<file path="src/rtl/multicycle_control_pkg.sv">
// rtl/multicycle_control_pkg.sv - state encodings, opcodes and ALUOp codes shared by the control units
package multicycle_control_pkg;

  typedef enum logic [3:0] {
    FETCH  = 4'd0,
    DECODE = 4'd1,
    MEMADR = 4'd2,
    MEMRD  = 4'd3,
    MEMWB  = 4'd4,
    MEMWR  = 4'd5,
    EXEC   = 4'd6,
    ALUWB  = 4'd7,
    IMMEX  = 4'd8,
    IMMWB  = 4'd9,
    BRANCH = 4'd10,
    JUMP   = 4'd11
  } state_e;

  localparam logic [5:0] RTYPE = 6'b000000;
  localparam logic [5:0] ADDI  = 6'b001000;
  localparam logic [5:0] ORI   = 6'b001101;
  localparam logic [5:0] ANDI  = 6'b001100;
  localparam logic [5:0] SLTI  = 6'b001010;
  localparam logic [5:0] LW    = 6'b100011;
  localparam logic [5:0] SW    = 6'b101011;
  localparam logic [5:0] BEQ   = 6'b000100;
  localparam logic [5:0] J     = 6'b000010;

  localparam logic [2:0] ALU_ADD   = 3'b000;
  localparam logic [2:0] ALU_OR    = 3'b001;
  localparam logic [2:0] ALU_FUNCT = 3'b010;
  localparam logic [2:0] ALU_AND   = 3'b011;
  localparam logic [2:0] ALU_SUB   = 3'b110;
  localparam logic [2:0] ALU_SLT   = 3'b111;

  // ALU operation for the immediate-format instructions; addi is the fallback
  function automatic logic [2:0] imm_aluop(input logic [5:0] op);
    case (op)
      ORI:     imm_aluop = ALU_OR;
      ANDI:    imm_aluop = ALU_AND;
      SLTI:    imm_aluop = ALU_SLT;
      default: imm_aluop = ALU_ADD;
    endcase
  endfunction

endpackage

</file>
<file path="src/rtl/mcctrl_outdec.sv">
// rtl/mcctrl_outdec.sv - combinational state-to-strobe decoder for the multicycle control FSM
module mcctrl_outdec
  import multicycle_control_pkg::*;
(
  input  logic [3:0] state_i,
  input  logic [5:0] opcode_i,
  input  logic       mem_ready_i,
  output logic       pc_write_o,
  output logic       pc_write_cond_o,
  output logic       iord_o,
  output logic       ir_write_o,
  output logic       mem_read_o,
  output logic       mem_write_o,
  output logic       mem_to_reg_o,
  output logic       reg_dst_o,
  output logic       reg_write_o,
  output logic       alu_src_a_o,
  output logic [1:0] alu_src_b_o,
  output logic [1:0] pc_source_o,
  output logic [2:0] alu_op_o
);

  always_comb begin
    pc_write_o      = 1'b0;
    pc_write_cond_o = 1'b0;
    iord_o          = 1'b0;
    ir_write_o      = 1'b0;
    mem_read_o      = 1'b0;
    mem_write_o     = 1'b0;
    mem_to_reg_o    = 1'b0;
    reg_dst_o       = 1'b0;
    reg_write_o     = 1'b0;
    alu_src_a_o     = 1'b0;
    alu_src_b_o     = 2'b00;
    pc_source_o     = 2'b00;
    alu_op_o        = ALU_ADD;
    case (state_i)
      FETCH: begin
        mem_read_o  = 1'b1;
        alu_src_b_o = 2'b01;
        ir_write_o  = mem_ready_i;
        pc_write_o  = mem_ready_i;
      end
      DECODE: alu_src_b_o = 2'b11;
      MEMADR: begin
        alu_src_a_o = 1'b1;
        alu_src_b_o = 2'b10;
      end
      MEMRD: begin
        mem_read_o = 1'b1;
        iord_o     = 1'b1;
      end
      MEMWB: begin
        reg_write_o  = 1'b1;
        mem_to_reg_o = 1'b1;
      end
      MEMWR: begin
        mem_write_o = 1'b1;
        iord_o      = 1'b1;
      end
      EXEC: begin
        alu_src_a_o = 1'b1;
        alu_op_o    = ALU_FUNCT;
      end
      ALUWB: begin
        reg_write_o = 1'b1;
        reg_dst_o   = 1'b1;
      end
      // the immediate ALU op is the only output that looks at the live opcode
      IMMEX: begin
        alu_src_a_o = 1'b1;
        alu_src_b_o = 2'b10;
        alu_op_o    = imm_aluop(opcode_i);
      end
      IMMWB: reg_write_o = 1'b1;
      BRANCH: begin
        alu_src_a_o     = 1'b1;
        alu_op_o        = ALU_SUB;
        pc_write_cond_o = 1'b1;
        pc_source_o     = 2'b01;
      end
      JUMP: begin
        pc_write_o  = 1'b1;
        pc_source_o = 2'b10;
      end
      default: ;
    endcase
  end

endmodule

</file>
<file path="src/rtl/multicycle_control.sv">
// rtl/multicycle_control.sv - multicycle MIPS control FSM; MCCTRL_PERF_EN adds the retired-instruction counter
module multicycle_control
  import multicycle_control_pkg::*;
#(
  parameter int STATE_W = 4
) (
  input  logic               clk,
  input  logic               reset,
  input  logic [5:0]         opcode,
  input  logic [5:0]         funct,
  input  logic               mem_ready,
  output logic               PCWrite,
  output logic               PCWriteCond,
  output logic               IorD,
  output logic               IRWrite,
  output logic               MemRead,
  output logic               MemWrite,
  output logic               MemToReg,
  output logic               RegDst,
  output logic               RegWrite,
  output logic               ALUSrcA,
  output logic [1:0]         ALUSrcB,
  output logic [1:0]         PCSource,
  output logic [2:0]         ALUOp,
  output logic               illegal,
`ifdef MCCTRL_PERF_EN
  output logic [31:0]        retired,
`endif
  output logic [STATE_W-1:0] state
);

  state_e state_q, state_d;
  logic   illegal_q, illegal_d;

  always_ff @(posedge clk) begin
    if (reset) begin
      state_q   <= FETCH;
      illegal_q <= 1'b0;
    end else begin
      state_q   <= state_d;
      illegal_q <= illegal_d;
    end
  end

  always_comb begin
    state_d   = FETCH;
    illegal_d = 1'b0;
    case (state_q)
      FETCH:  state_d = mem_ready ? DECODE : FETCH;
      DECODE: begin
        case (opcode)
          LW, SW:                 state_d = MEMADR;
          RTYPE:                  state_d = (funct != 6'd0) ? EXEC : FETCH;
          ADDI, ORI, ANDI, SLTI:  state_d = IMMEX;
          BEQ:                    state_d = BRANCH;
          J:                      state_d = JUMP;
          default:                illegal_d = 1'b1;
        endcase
      end
      MEMADR: state_d = (opcode == SW) ? MEMWR : MEMRD;
      MEMRD:  state_d = mem_ready ? MEMWB : MEMRD;
      MEMWR:  state_d = mem_ready ? FETCH : MEMWR;
      EXEC:   state_d = ALUWB;
      IMMEX:  state_d = IMMWB;
      default: state_d = FETCH;
    endcase
  end

  mcctrl_outdec u_outdec (
    .state_i         (state_q),
    .opcode_i        (opcode),
    .mem_ready_i     (mem_ready),
    .pc_write_o      (PCWrite),
    .pc_write_cond_o (PCWriteCond),
    .iord_o          (IorD),
    .ir_write_o      (IRWrite),
    .mem_read_o      (MemRead),
    .mem_write_o     (MemWrite),
    .mem_to_reg_o    (MemToReg),
    .reg_dst_o       (RegDst),
    .reg_write_o     (RegWrite),
    .alu_src_a_o     (ALUSrcA),
    .alu_src_b_o     (ALUSrcB),
    .pc_source_o     (PCSource),
    .alu_op_o        (ALUOp)
  );

  assign illegal = illegal_q;
  assign state   = STATE_W'(state_q);

`ifdef MCCTRL_PERF_EN
  logic [31:0] retired_q;
  logic        retire;

  // a nop leaves DECODE for FETCH without flagging illegal, so it retires too
  assign retire = (state_d == FETCH) &&
                  ((state_q inside {MEMWB, MEMWR, ALUWB, IMMWB, BRANCH, JUMP}) ||
                   (state_q == DECODE && !illegal_d));

  always_ff @(posedge clk) begin
    if (reset)       retired_q <= 32'd0;
    else if (retire) retired_q <= retired_q + 32'd1;
  end

  assign retired = retired_q;
`endif

endmodule

</file>
<file path="config.mk">
export PLATFORM = sky130hd
export DESIGN_NAME = multicycle_control
export DESIGN_NICKNAME = d
export VERILOG_FILES = /design/src/rtl/multicycle_control_pkg.sv /design/src/rtl/mcctrl_outdec.sv /design/src/rtl/multicycle_control.sv
export SDC_FILE = /design/constraint.sdc
export NUM_CORES = 1
export LEC_CHECK = 0
export BUFFER_PORTS_ARGS = -buffer_cell sky130_fd_sc_hd__buf_2
export CAP_MARGIN = 20
export CORE_ASPECT_RATIO = 0.9
export CORE_MARGIN = 4
export CORE_UTILIZATION = 25
export DETAILED_ROUTE_END_ITERATION = 8
export GPL_ROUTABILITY_DRIVEN = 0
export PLACE_DENSITY = 0.54
export SETUP_SLACK_MARGIN = 0.4
export SYNTH_ARGS = -nofsm -noshare
export SYNTH_HDL_FRONTEND = slang
export SYNTH_SLANG_ARGS = --single-unit
</file>
<file path="constraint.sdc">
create_clock -name clk -period 1.7 [get_ports clk]
set_input_delay 0.425 -clock clk [delete_from_list [all_inputs] [get_ports clk]]
set_output_delay 0.425 -clock clk [all_outputs]
set_load 0.1 [all_outputs]
</file>
==> reports/summary.txt, run 1 <==
Placeable Area: 0.002770 mm2
met1 usage: 16.55%
vias in the first global route: 941
crit path max fanout: 4
final worst setup slack: -0.09506 ns
PD cells: 337.9 mW/mm2
Die H: 59.16 um
reg2reg start: state[0]
nets@finish: 183
GR peak layer: met2
Placement Setup Slack: -0.2183 ns
maximum VDD drop: 0.0002022 V
post-DP HPWL: 1.976 mm
Post-CTS Hold Buffers: 0
Tcrit/Tclk final: 105.6%
synthesized area: 726.9 um2
hold path endpoint: state[3]
WL/cell: 13.42 um
Rows: 18
Worst-path clk slew: 0.04 ns
sw frac: 43.28%
Unique masters post-synth: 39
RSZ-0062 raised after global routing: yes
total wire length: 2.777 mm
DR vias: 1016
critical path data arrival time: 1.37 ns
first-pass GRT wire length: 4.374 mm
Reg power frac: 19.2%
Final setup viols: 9
Total GRT Usage: 14.39%
Worst Path Class, Setup: in -> out
Int Pwr: 372.6 uW
worst reg2reg path depth: 5
Area Overhead vs Synth: 167.5%
status: finished with violations
antenna violations before repair: 0
Slew HR: 79.76%
Gate power share: 59.9%
DRT iter0 DRCs: 27
met2 Use GR: 28.86%
Tmin final: 1.795 ns
Worst setup EP type: primary output
max-cap viol count: 0
max-slew violations: 0
global route total overflow: 0
H-tree Lvls: 1
Cells after Synth: 107
Clock power frac: 20.9%
die area: 0.003836 mm2
Max Fclk: 557.1 MHz
clk_skew: 0.0005159 ns
Fin. Hold Viols: 0
hold path startpoint: reset
die width: 64.84 um
R2R Setup Slk: 0.17 ns
CTS Buffer Depth: 2
largest net degree at the start of global routing: 18
vias per inst: 4.908
drt drc: 0
failing checks: setup timing
drt first pass iters: 4
CTS tree: yes
critical path required time: 1.27 ns
Sink Count: 5
Ant. Diodes: 0
Worst-Skew Late Latency: 0.24 ns
Worst Setup Start Kind: input port
met3 Usage GRT: 0.7590%
Switch Pwr: 284.3 uW
syn_area_per_cell: 6.794 um2
Seq/Total Area, Yosys: 13.77%
RR Endpoint: state[1]
synth warn: 0
leakage: 0.0007574 uW
Syn Nets: 122
Cell Area, Placed: 0.001494 mm2
Seq cells post-synth: 5
post-route cell area: 0.001944 mm2
Post-DRT Antenna Nets: 0
slew at the pin with the worst max-slew slack: 0.3037 ns
Hold Path Cell Cnt: 2
CTS buffer count: 3
clock root cell: clkbuf_4
fraction of layout cells with a size suffix above 1: 74.85%
Ports: 37
Initial Utilization: 26.24%
IO buf count: 36
worst hold path class: in -> reg
Hold Worst Slack: 0.3766 ns
sequential cells by signal, indices dropped and copies added, names as in the netlist:
signal   count
illegal      1
state        4
power groups by stage:
stage	sequential (uW)	combinational [uW]	clock (uW)
after floorplan	151	206	0
after global placement	127	317	0
after detailed placement	127	321	0
after CTS	126	380	143
after global routing	126	411	151
final	126	393	137
metal layers:
layer | vias up | wire [um]
li1 | 516 | -
met1 | 470 | 1082
met3 | 0 | 112
met5 | - | 0
met2 | 30 | 1581
met4 | 0 | 0
stage by stage:
| step | TNS, ns | total power [uW] | cells | util (%) |
|---|---|---|---|---|
| final | -0.4709 | 657.0 | 207 | 70.19 |
| after global routing | -0.9563 | 688.3 | 207 | 70.19 |
| after CTS | -0.5555 | 648.0 | 201 | 66.62 |
| after detailed placement | -0.5708 | 448.0 | 182 | 53.93 |
| after global placement | -0.4653 | 444.6 | 182 | 53.93 |
| after floorplan | -5.631 | 357.0 | 107 | - |
Yosys cell counts, drive strengths merged:
master	instances	area share, %
nand3b	1	1.0
nand4b	1	3.3
and3	3	2.6
nor2	14	7.2
nor3b	1	1.0
nor2b	1	0.86
xor2	1	1.2
a221oi	1	1.2
o21ai	6	4.1
dfxtp	5	14
nor3	8	5.5
o211a	1	1.4
nand2	6	3.1
a21o	2	2.1
nor4	4	3.4
or4	2	2.1
a21oi	6	4.1
a32oi	1	1.2
and4b	1	1.4
a211o	1	1.2
o21a	1	1.0
buf	10	8.4
or2	3	2.6
inv	4	2.1
mux2i	1	1.4
a22oi	1	1.0
clkbuf	3	1.7
o21bai	2	2.1
a31oi	4	3.4
a211oi	2	2.1
nand2b	3	2.6
o311ai	1	2.2
xnor2	2	2.4
nor4b	1	1.2
o31a	1	1.2
nor4bb	2	2.8
worst max-delay path by stage:
stage,startpoint,to,cells after the start
after floorplan,state[1],ALUOp[2],4
after global placement,opcode[1],ALUOp[2],6
after detailed placement,opcode[1],ALUOp[2],6
after CTS,opcode[2],ALUOp[2],5
after global routing,opcode[2],ALUOp[0],6
final,opcode[2],ALUOp[2],5
layout by cell type, fill, tap and decap left out, drive strengths merged:
| cell type | netlist | final |
|---|---|---|
| nor4b | 1 | 1 |
| a221oi | 1 | 1 |
| nor4bb | 2 | 2 |
| o21ai | 6 | 6 |
| clkinvlp | 0 | 1 |
| a22oi | 1 | 1 |
| nand3b | 1 | 1 |
| clkbuf | 3 | 4 |
| a211oi | 2 | 2 |
| or2 | 3 | 3 |
| dfxtp | 5 | 5 |
| o31a | 1 | 1 |
| a21o | 2 | 2 |
| nand2b | 3 | 3 |
| a32oi | 1 | 1 |
| a21oi | 6 | 6 |
| nor4 | 4 | 4 |
| or4 | 2 | 2 |
| nand4b | 1 | 1 |
| nor3b | 1 | 1 |
| buf | 10 | 69 |
| o311ai | 1 | 1 |
| o21a | 1 | 1 |
| a211o | 1 | 1 |
| nor3 | 8 | 8 |
| and3 | 3 | 3 |
| mux2i | 1 | 1 |
| nor2 | 14 | 14 |
| xor2 | 1 | 1 |
| a31oi | 4 | 4 |
| inv | 4 | 3 |
| o211a | 1 | 1 |
| nand2 | 6 | 6 |
| nor2b | 1 | 1 |
| o21bai | 2 | 2 |
| xnor2 | 2 | 2 |
| and4b | 1 | 1 |
cell families (layout without fill, tap and decap cells):
kind of cell	count (synthesis)	in the layout	synth area share (%)
and+or+nand+nor	51	51	40.62
DFF	5	5	13.77
muxes	1	1	1.377
buffers and inverters	17	77	12.22
xor gates and xnor gates	3	3	3.615
AOI/OAI and AO/OA	30	30	28.40
critical path, cell delays in order:
cell     delay [ns]
buf_8          0.10
nor3_4         0.23
a31oi_4        0.12
nor4b_4        0.28
buf_12         0.21
area by class of cell:
cell class | count | area (um2)
Fill cell | 197 | 825.8
Multi-Input combinational cell | 85 | 840.8
Tap cell | 40 | 50.05
Clock buffer | 4 | 26.28
Inverter | 4 | 21.27
Sequential cell | 5 | 116.4
Timing Repair Buffer | 69 | 889.6
what timing repair did:
action,CTS,global route
pin swaps,23,15
gates resized for setup,53,13
setup buffers,15,6
cloned,0,0
setup endpoints to repair,26,26
No activity file was read; power rests on OpenSTA's default activity.
==> run 2: changes to the inputs <==
REMOVE_ABC_BUFFERS = 1   (was default)
==> reports/summary.txt, run 2 (synthesis results as in run 1) <==
CTS buffer count: 3 (unchanged)
final worst setup slack: -0.1885 ns (-0.09344 ns)
Register Area: 115.1 um2 (-1.1%)
maximum VDD drop: 0.0003002 V (+48%)
antenna violations before repair: 0 (unchanged)
drt drc: 0 (unchanged)
critical path required time: 1.27 ns (about the same)
first-pass GRT wire length: 5.175 mm (+18%)
status: finished with violations
Post-CTS Hold Buffers: 0 (unchanged)
RSZ-0062 raised after global routing: yes
slew at the pin with the worst max-slew slack: 0.2816 ns (-0.02210 ns)
Area Overhead vs Synth: 166.1%
largest net degree at the start of global routing: 20 (+2)
max-slew violations: 0 (unchanged)
Worst Path Class, Setup: in -> out
CTS tree: yes
DRT iter0 DRCs: 47 (+74%)
Finished Layout Cells: 216 (+4.3%)
worst hold path class: in -> reg
Worst-path clk slew: 0.05 ns (about the same)
nets@finish: 192 (+4.9%)
Ports: 37 (unchanged)
critical path data arrival time: 1.46 ns (+0.09 ns)
die area: 0.003836 mm2 (unchanged)
clock root cell: clkbuf_4
multi-input logic area: 787.0 um2 (-6.4%)
Max Fclk: 529.5 MHz (-4.9%)
vias per inst: 5.245 (+6.9%)
fraction of layout cells with a size suffix above 1: 73.86% (-0.99 points)
slowest cell delay on critical path: 0.30 ns (+0.02 ns)
commonest non-fill, non-tap cell in the layout: buf_4
vias in the first global route: 1136 (+21%)
Slew HR: 81.03% (+1.3 points)
most frequent cells in the layout: buf_4 (26), buf_12 (21), buf_6 (16)
Tcrit/Tclk final: 111.1% (+5.5 points)
Initial Utilization: 26.24% (unchanged)
post-DP HPWL: 2.066 mm (+4.5%)
leakage: 0.0007888 uW (+4.1%)
Worst-Skew Late Latency: 0.25 ns (about the same)
global route total overflow: 0 (unchanged)
Total GRT Usage: 17.17% (+2.8 points)
Ant. Diodes: 0 (unchanged)
Placeable Area: 0.002770 mm2 (unchanged)
DR vias: 1133 (+12%)
Post-DRT Antenna Nets: 0 (unchanged)
total wire length: 3.515 mm (+27%)
die width: 64.84 um (unchanged)
clk_skew: 0.0006674 ns (+0.0001514 ns)
Filler cells: 210 (+6.6%)
Crit path max-delay family: buffers and inverters
worst path cell trace: clkbuf_4 > nor2_2 > a31oi_1 > nor4b_2 > buf_4 > buf_12
Final setup viols: 14 (+5)
max reg flops: 4 (unchanged)
H-tree Lvls: 1 (unchanged)
crit path max fanout: 7 (+3)
Worst Setup Start Kind: input port
Sink Count: 5 (unchanged)
Worst setup EP type: primary output
Cells after DPL: 201 (+10%)
Fin. Hold Viols: 0 (unchanged)
IO buf count: 36 (unchanged)
Rows: 18 (unchanged)
final core utilization: 69.83% (-0.36 points)
PD cells: 355.0 mW/mm2 (+5.1%)
R2R Setup Slk: -0.01 ns (-0.18 ns)
failing checks: setup timing
Tmin final: 1.888 ns (+0.09344 ns)
Setup TNS: -0.9755 ns (-0.5046 ns)
Placement Setup Slack: -0.2579 ns (-0.03959 ns)
CP max stage cell: nor4b_2
max-cap viol count: 0 (unchanged)
CTS Buffer Depth: 2 (unchanged)
Buf/Inv on CP: 3 (+1)
Die H: 59.16 um (unchanged)
WL/cell: 16.27 um (+21%)
Pwr Total: 686.8 uW (+4.5%)
drt first pass iters: 4 (unchanged)
run 2: area by class of cell:
class | count | area share [%]
repair buffers | 78 | 48.38
multi-input cells | 85 | 40.69
flip-flops and latches | 5 | 5.951
well taps | 40 | 2.587
clock buffers | 4 | 1.358
inverters | 4 | 1.035
run 2: worst paths after layout:
path              cells past startpoint  startpoint       end
setup / recovery                      6   opcode[5]  ALUOp[2]
hold reg to reg                       2    state[2]  state[3]
setup reg to reg                      6    state[1]  state[1]
hold / removal                        2       reset  state[3]
run 2: stage by stage:
stage               area [um2]  hold slack, ns
finish                    1934          0.4040
global route              1934          0.3844
CTS                       1704          0.3587
detailed placement        1416          0.6339
global placement          1416          0.6204
floorplan                653.1          0.5021
run 2: where the power goes:
part / switching [uW] / leakage [uW] / internal (uW)
clock network: 64.1 / 0.0000150 / 89.7
registers: 5.91 / 0.0000437 / 117
logic: 236 / 0.000730 / 174
total: 306 / 0.000789 / 381
run 2: repair_timing:
item | 4_1_cts | 5_1_grt
setup endpoints to repair | 27 | 27
gates cloned | 1 | 0
endpoints found under the hold margin | 0 | 0
resized for setup | 63 | 45
pin swaps | 15 | 18
buffers inserted | 6 | 4
run 2: per-layer routing:
layer | part of all wire [%] | vias to the layer above | wire, um | GRT usage (%)
li1 | - | 530 | - | -
met3 | 7.4 | 18 | 259 | 4.554
met1 | 38 | 529 | 1344 | 19.09
met5 | 0 | - | 0 | 0
met2 | 51 | 56 | 1783 | 31.49
met4 | 3.6 | 0 | 127 | 6.325
